**src/rtl/tpu_pkg.sv**
```systemverilog
// Shared types and helpers for the TPU weight/activation sequencing blocks.
package tpu_pkg;

  localparam int WEIGHT_W = 8;

  typedef enum logic [2:0] {
    IDLE,
    CLR,
    FILL,
    WAIT,
    LOAD,
    DRAIN,
    DONE
  } wl_state_t;

  // Bits needed to hold 0..max_val; never returns zero so 1-deep counters stay legal.
  function automatic int cnt_w(input int max_val);
    cnt_w = (max_val < 1) ? 1 : $clog2(max_val + 1);
  endfunction

endpackage

```
**src/rtl/weight_load_ctrl_if.sv**
```systemverilog
// DDR byte stream, column FIFO and MMU weight-load signals of weight_load_ctrl.
interface weight_load_ctrl_if
  import tpu_pkg::*;
#(
  parameter int N_COLS = 2
) ();
  logic                start;
  logic                busy;
  logic                done;
  logic                ddr_valid;
  logic [WEIGHT_W-1:0] ddr_data;
  logic                ddr_ready;
  logic                fifo_clr;
  logic [N_COLS-1:0]   fifo_push;
  logic [WEIGHT_W-1:0] fifo_data;
  logic [N_COLS-1:0]   fifo_pop;
  logic                mmu_grant;
  logic                en_load_weight;

  modport master (
    input  start, ddr_valid, ddr_data, mmu_grant,
    output busy, done, ddr_ready, fifo_clr, fifo_push, fifo_data, fifo_pop, en_load_weight
  );

  modport slave (
    output start, ddr_valid, ddr_data, mmu_grant,
    input  busy, done, ddr_ready, fifo_clr, fifo_push, fifo_data, fifo_pop, en_load_weight
  );
endinterface

```
**src/rtl/weight_load_ctrl_skew.sv**
```systemverilog
// Diagonal pop generator: column c pops while c <= t <= c+N_ROWS-1.
module skew_pop_gen #(
  parameter int N_ROWS = 2,
  parameter int N_COLS = 2,
  parameter int T_W    = 2
) (
  input  logic [T_W-1:0]    t,
  input  logic              active,
  output logic [N_COLS-1:0] pop,
  output logic              in_window
);
  localparam int T_LAST = N_ROWS + N_COLS - 2;

  assign in_window = active && (int'(t) <= T_LAST);

  generate
    for (genvar gi = 0; gi < N_COLS; gi++) begin : g_col
      assign pop[gi] = active && (int'(t) >= gi) && (int'(t) <= gi + N_ROWS - 1);
    end
  endgenerate
endmodule

```
**src/rtl/weight_load_ctrl.sv**
```systemverilog
// Fills the per-column weight FIFOs from the DDR byte stream, then pops them
// with a column skew so the MMU latches one full weight tile.
module weight_load_ctrl
  import tpu_pkg::*;
#(
  parameter int N_ROWS     = 2,
  parameter int N_COLS     = 2,
  parameter int FIFO_DEPTH = 4
) (
  input  logic               clk,
  input  logic               rst_n,
  weight_load_ctrl_if.master bus
);
  localparam int ROW_W  = cnt_w(N_ROWS - 1);
  localparam int COL_W  = cnt_w(N_COLS - 1);
  localparam int T_LAST = N_ROWS + N_COLS - 2;
  localparam int T_W    = cnt_w(T_LAST);

  generate
    if (N_ROWS > FIFO_DEPTH) begin : g_depth_chk
      $error("weight_load_ctrl: N_ROWS must not exceed FIFO_DEPTH");
    end
  endgenerate

  wl_state_t            state_reg, state_next;
  logic [ROW_W-1:0]     row_cnt_reg, row_cnt_next;
  logic [COL_W-1:0]     col_cnt_reg, col_cnt_next;
  logic [T_W-1:0]       t_reg, t_next;
  logic                 en_load_reg;

  logic                 busy_c, done_c, ready_c, clr_c, push_en, load_active;
  logic [WEIGHT_W-1:0]  data_c;
  logic                 in_window;

  always_ff @(posedge clk or negedge rst_n) begin
    if (!rst_n) begin
      state_reg   <= IDLE;
      row_cnt_reg <= '0;
      col_cnt_reg <= '0;
      t_reg       <= '0;
      en_load_reg <= 1'b0;
    end else begin
      state_reg   <= state_next;
      row_cnt_reg <= row_cnt_next;
      col_cnt_reg <= col_cnt_next;
      t_reg       <= t_next;
      en_load_reg <= in_window;
    end
  end

  always_comb begin
    state_next   = state_reg;
    row_cnt_next = row_cnt_reg;
    col_cnt_next = col_cnt_reg;
    t_next       = t_reg;
    busy_c       = (state_reg != IDLE) && (state_reg != DONE);
    done_c       = 1'b0;
    ready_c      = 1'b0;
    clr_c        = 1'b0;
    push_en      = 1'b0;
    data_c       = '0;
    load_active  = 1'b0;
    case (state_reg)
      IDLE: if (bus.start) state_next = CLR;
      CLR: begin
        clr_c        = 1'b1;
        row_cnt_next = '0;
        col_cnt_next = '0;
        state_next   = FILL;
      end
      FILL: begin
        ready_c = 1'b1;
        if (bus.ddr_valid) begin
          push_en = 1'b1;
          data_c  = bus.ddr_data;
          if (row_cnt_reg == ROW_W'(N_ROWS - 1)) begin
            row_cnt_next = '0;
            if (col_cnt_reg == COL_W'(N_COLS - 1)) begin
              col_cnt_next = '0;
              state_next   = WAIT;
            end else begin
              col_cnt_next = col_cnt_reg + COL_W'(1);
            end
          end else begin
            row_cnt_next = row_cnt_reg + ROW_W'(1);
          end
        end
      end
      WAIT: begin
        if (bus.mmu_grant) begin
          t_next     = '0;
          state_next = LOAD;
        end
      end
      LOAD: begin
        load_active = 1'b1;
        if (t_reg == T_W'(T_LAST)) begin
          t_next     = '0;
          state_next = DRAIN;
        end else begin
          t_next = t_reg + T_W'(1);
        end
      end
      DRAIN: state_next = DONE;
      DONE: begin
        done_c     = 1'b1;
        state_next = IDLE;
      end
      default: state_next = IDLE;
    endcase
  end

  // Data is shared by all columns; only the addressed column sees a push.
  generate
    for (genvar gi = 0; gi < N_COLS; gi++) begin : g_push
      assign bus.fifo_push[gi] = push_en && (col_cnt_reg == COL_W'(gi));
    end
  endgenerate

  skew_pop_gen #(
    .N_ROWS (N_ROWS),
    .N_COLS (N_COLS),
    .T_W    (T_W)
  ) u_skew (
    .t         (t_reg),
    .active    (load_active),
    .pop       (bus.fifo_pop),
    .in_window (in_window)
  );

  assign bus.busy           = busy_c;
  assign bus.done           = done_c;
  assign bus.ddr_ready      = ready_c;
  assign bus.fifo_clr       = clr_c;
  assign bus.fifo_data      = data_c;
  assign bus.en_load_weight = en_load_reg;
endmodule

```
**src/flat_wrapper.sv**
```systemverilog
// flat-port wrapper written by rule: the top's interface ports become plain ports
module weight_load_ctrl_flat import tpu_pkg::*;
#(
  parameter int N_ROWS     = 2,
  parameter int N_COLS     = 2,
  parameter int FIFO_DEPTH = 4
)
  (clk, rst_n, bus_start, bus_ddr_valid, bus_ddr_data, bus_mmu_grant, bus_busy, bus_done, bus_ddr_ready, bus_fifo_clr, bus_fifo_push, bus_fifo_data, bus_fifo_pop, bus_en_load_weight);
  weight_load_ctrl_if #(.N_COLS(N_COLS)) bus_i ();
  input  logic clk;
  input  logic rst_n;
  input wire logic [$bits(bus_i.start)-1:0] bus_start;
  input wire logic [$bits(bus_i.ddr_valid)-1:0] bus_ddr_valid;
  input wire logic [$bits(bus_i.ddr_data)-1:0] bus_ddr_data;
  input wire logic [$bits(bus_i.mmu_grant)-1:0] bus_mmu_grant;
  output wire logic [$bits(bus_i.busy)-1:0] bus_busy;
  output wire logic [$bits(bus_i.done)-1:0] bus_done;
  output wire logic [$bits(bus_i.ddr_ready)-1:0] bus_ddr_ready;
  output wire logic [$bits(bus_i.fifo_clr)-1:0] bus_fifo_clr;
  output wire logic [$bits(bus_i.fifo_push)-1:0] bus_fifo_push;
  output wire logic [$bits(bus_i.fifo_data)-1:0] bus_fifo_data;
  output wire logic [$bits(bus_i.fifo_pop)-1:0] bus_fifo_pop;
  output wire logic [$bits(bus_i.en_load_weight)-1:0] bus_en_load_weight;
  assign bus_i.start = bus_start;
  assign bus_i.ddr_valid = bus_ddr_valid;
  assign bus_i.ddr_data = bus_ddr_data;
  assign bus_i.mmu_grant = bus_mmu_grant;
  assign bus_busy = bus_i.busy;
  assign bus_done = bus_i.done;
  assign bus_ddr_ready = bus_i.ddr_ready;
  assign bus_fifo_clr = bus_i.fifo_clr;
  assign bus_fifo_push = bus_i.fifo_push;
  assign bus_fifo_data = bus_i.fifo_data;
  assign bus_fifo_pop = bus_i.fifo_pop;
  assign bus_en_load_weight = bus_i.en_load_weight;
  weight_load_ctrl #(.N_ROWS(N_ROWS), .N_COLS(N_COLS), .FIFO_DEPTH(FIFO_DEPTH)) u_core (.clk(clk), .rst_n(rst_n), .bus(bus_i));
endmodule
```
**config.mk**
```make
export PLATFORM = sky130hd
export DESIGN_NAME = weight_load_ctrl_flat
export DESIGN_NICKNAME = d
export VERILOG_FILES = /design/src/rtl/tpu_pkg.sv /design/src/rtl/weight_load_ctrl_if.sv /design/src/rtl/weight_load_ctrl_skew.sv /design/src/rtl/weight_load_ctrl.sv /design/src/flat_wrapper.sv
export SDC_FILE = /design/constraint.sdc
export NUM_CORES = 1
export LEC_CHECK = 0
export CORE_UTILIZATION = 40
export CTS_CLUSTER_SIZE = 12
export DETAILED_ROUTE_END_ITERATION = 10
export PLACE_DENSITY_LB_ADDON = 0.1
export SETUP_SLACK_MARGIN = 0.5
export SKIP_LAST_GASP = 1
export SYNTH_ARGS = -nofsm -noshare
export SYNTH_HDL_FRONTEND = slang
export SYNTH_HIERARCHICAL = 1
export SYNTH_SLANG_ARGS = --single-unit
```
**constraint.sdc**
```tcl
create_clock -name clk -period 3.7 [get_ports clk]
set_input_delay 0.74 -clock clk [delete_from_list [all_inputs] [get_ports clk]]
set_output_delay 0.74 -clock clk [all_outputs]
set_load 0.005 [all_outputs]
```
==> results_dict.tcl <==
set metrics [dict create \
    status "finished clean" \
    fin_cells 106 \
    grt-ovfl-total 0 \
    viasPerCell 5.02 \
    route.vias.total 532 \
    place_ws_ns 0.677 \
    fin_nets 106 \
    cts_tree "built" \
    postRouteWirelength_um 1120 \
    cts.sinks 8 \
    postCtsHoldBufs 0 \
    die_w_um 39.8 \
    finalHoldViolations 0 \
    timing.fmax_mhz 333 \
    clock_skew_ns 0.00697 \
    drv_cap 0 \
    period_minus_slack_ns 3.01 \
    synth_top_family_by_area "simple AND/OR/NAND/NOR gates" \
    synth_area_um2 572 \
    rrSetupSlack_ns 2.20 \
    timing.slew.headroom_pct 72.9 \
    synth_top_area_share_pct 35.0 \
    post-route-cell-area_um2 865 \
    synthMuxAreaShare_pct 1.97 \
    first_global_vias 377 \
    yosysWarnings 6 \
    fill_cells 112 \
    grt_util_met2_pct 23.4 \
    start_kind "input pin" \
    cts_buffers 3 \
    area_growth_pct 51.2 \
    diodes 0 \
    synth.most_common_cell "and2_1" \
    grt.total_usage_pct 15.5 \
    synth-edff-count 0 \
    drive_gt1_share_pct 8.79 \
    numPortBuffers 29 \
    clk_latency_ns 0.25 \
    path_clk_slew_ns 0.05 \
    start_util_pct 43.4 \
    cts_setup_buffers 0 \
    drt-pass1-iter-count 2 \
    hold_depth 1 \
    placed_cells 103 \
    cts_buffer_depth 2 \
    r2r-start "u_core/state_reg[0]$_DFFE_PN0P_" \
    drtIter0Drc 4 \
    rr_worst_depth 3 \
    post_cts_resized 0 \
    dp_hpwl_um 896 \
    use_met3_pct 4.55 \
    synth_compound_area_share_pct 19.3 \
    fin_crit_sh_pct 81.2 \
    grt_setup_unrepaired "false" \
    worst-path-max-fanout 12 \
    coreArea_mm2 0.00132 \
    setup_ws_ns 0.695 \
    ys_ff_latch 8 \
    die_y_um 39.8 \
    grt_pass1_wl_um 1590 \
    wire_per_inst_um 10.6 \
    synth_fa_ha_area_share_pct 0 \
    holdCritPathClass "reg -> reg" \
    synthTopCellsByCount "11 x and2_1, 8 x dfrtp_1, 8 x nor2_1, 4 x a21oi_1, 4 x nand2_1" \
    final_core_util_pct 65.6 \
    arrival_ns 2.27 \
    grt_max_degree 16 \
    synth_xor_xnor_area_share_pct 1.53 \
    synth_ff_type "dfrtp_1" \
    ys_seq_area_share_pct 35.0 \
    critPathKind "in -> out" \
    syn_nets 76 \
    maxSlewViolCount 0 \
    postSynthAreaPerCell_um2 9.08 \
    p_leak_uw 0.000349 \
    worst-slew-pin-transition_ns 0.407 \
    required_ns 2.96 \
    synth_area_leader_cell "dfrtp_1" \
    powerDensity_mw_per_mm2 634 \
    pin_count 30 \
    antenna_found_initial 0 \
    holdCritStartpoint "u_core/row_cnt_reg$_DFFE_PN0P_" \
    place_congestion 0.660 \
    num_rows 13 \
    place_area_um2 842 \
    cts-htree-levels 1 \
    ir_drop_uv 369 \
    finalSetupViolCount 0 \
    drcViolationCount 0 \
    use_met1_pct 18.7 \
    largest_reg_flops 3 \
    busiest_layer "met2" \
    synthTopCellsByArea "dfrtp_1 35%, and2_1 12%, buf_6 5.9%" \
    yosys.area_share.simple_pct 34.1 \
    ys_types 26 \
    hold_end "u_core/row_cnt_reg$_DFFE_PN0P_" \
    tns_ns 0 \
    clockRootBuffer "clkbuf_4" \
    final_antenna_net_count 0 \
    ys_async_sr_fraction_pct 100 \
    crit_path_end_kind "output pin" \
    synthCells 63 \
    r2r-end "u_core/row_cnt_reg$_DFFE_PN0P_" \
    dieArea_mm2 0.00158 \
]
[kinds of logic (layout without fill, tap and decap cells)]
| kind of cell | Yosys count | in the layout |
|---|---|---|
| XOR/XNOR | 1 | 1 |
| AND/OR/NAND/NOR | 33 | 33 |
| AO/OA/AOI/OAI | 14 | 14 |
| flip-flops | 8 | 8 |
| multiplexers | 1 | 1 |
| buffers and inverters | 6 | 34 |
[area by class of cell]
cell class | instances | area (um^2) | area share (%)
multi-input cells | 49 | 325 | 37.6
inverters | 2 | 7.51 | 0.868
flip-flops and latches | 8 | 200 | 23.2
repair buffers | 29 | 290 | 33.6
clock buffers | 3 | 22.5 | 2.60
well taps | 15 | 18.8 | 2.17
[worst max path at each step]
stage | start | slack (ns) | endpoint
global placement | bus_ddr_valid | 0.70 | bus_fifo_data[6]
floorplan | bus_ddr_valid | 1.72 | bus_fifo_data[0]
global route | bus_ddr_valid | 0.59 | bus_fifo_data[2]
detailed placement | bus_ddr_valid | 0.68 | bus_fifo_data[6]
finish | bus_ddr_valid | 0.69 | bus_fifo_data[6]
CTS | bus_ddr_valid | 0.68 | bus_fifo_data[6]
[critical path: stages]
cell and delay, ns:
clkdlybuf4s50_1 0.49, and4bb_1 0.37, and2_1 0.17, clkdlybuf4s50_1 0.50
[metal layers]
layer / vias up / wire length [um]
met5: - / 0
met4: 0 / 25
met3: 4 / 137
met2: 24 / 497
met1: 225 / 462
li1: 279 / -
[where the power goes]
part / switching, uW / internal, uW
registers: 71.1 / 121
clock network: 27.6 / 37.0
logic: 106 / 185
[layout by cell type, fill, tap and decap left out, types with 2 or more instances in the layout]
master	instances
nand2b_1	3
nand2_1	4
and2_1	11
clkdlybuf4s50_1	29
nand3b_1	2
o31a_1	2
a21oi_1	4
clkbuf_4	3
nor2_1	8
dfrtp_1	8
inv_1	2
[stage by stage]
stage / power [uW] / hold slack, ns
floorplan: 379 / 0.444
detailed placement: 488 / 0.553
finish: 548 / 0.559
global route: 594 / 0.592
global placement: 481 / 0.546
CTS: 554 / 0.564
No activity file was read; power rests on OpenSTA's default activity.
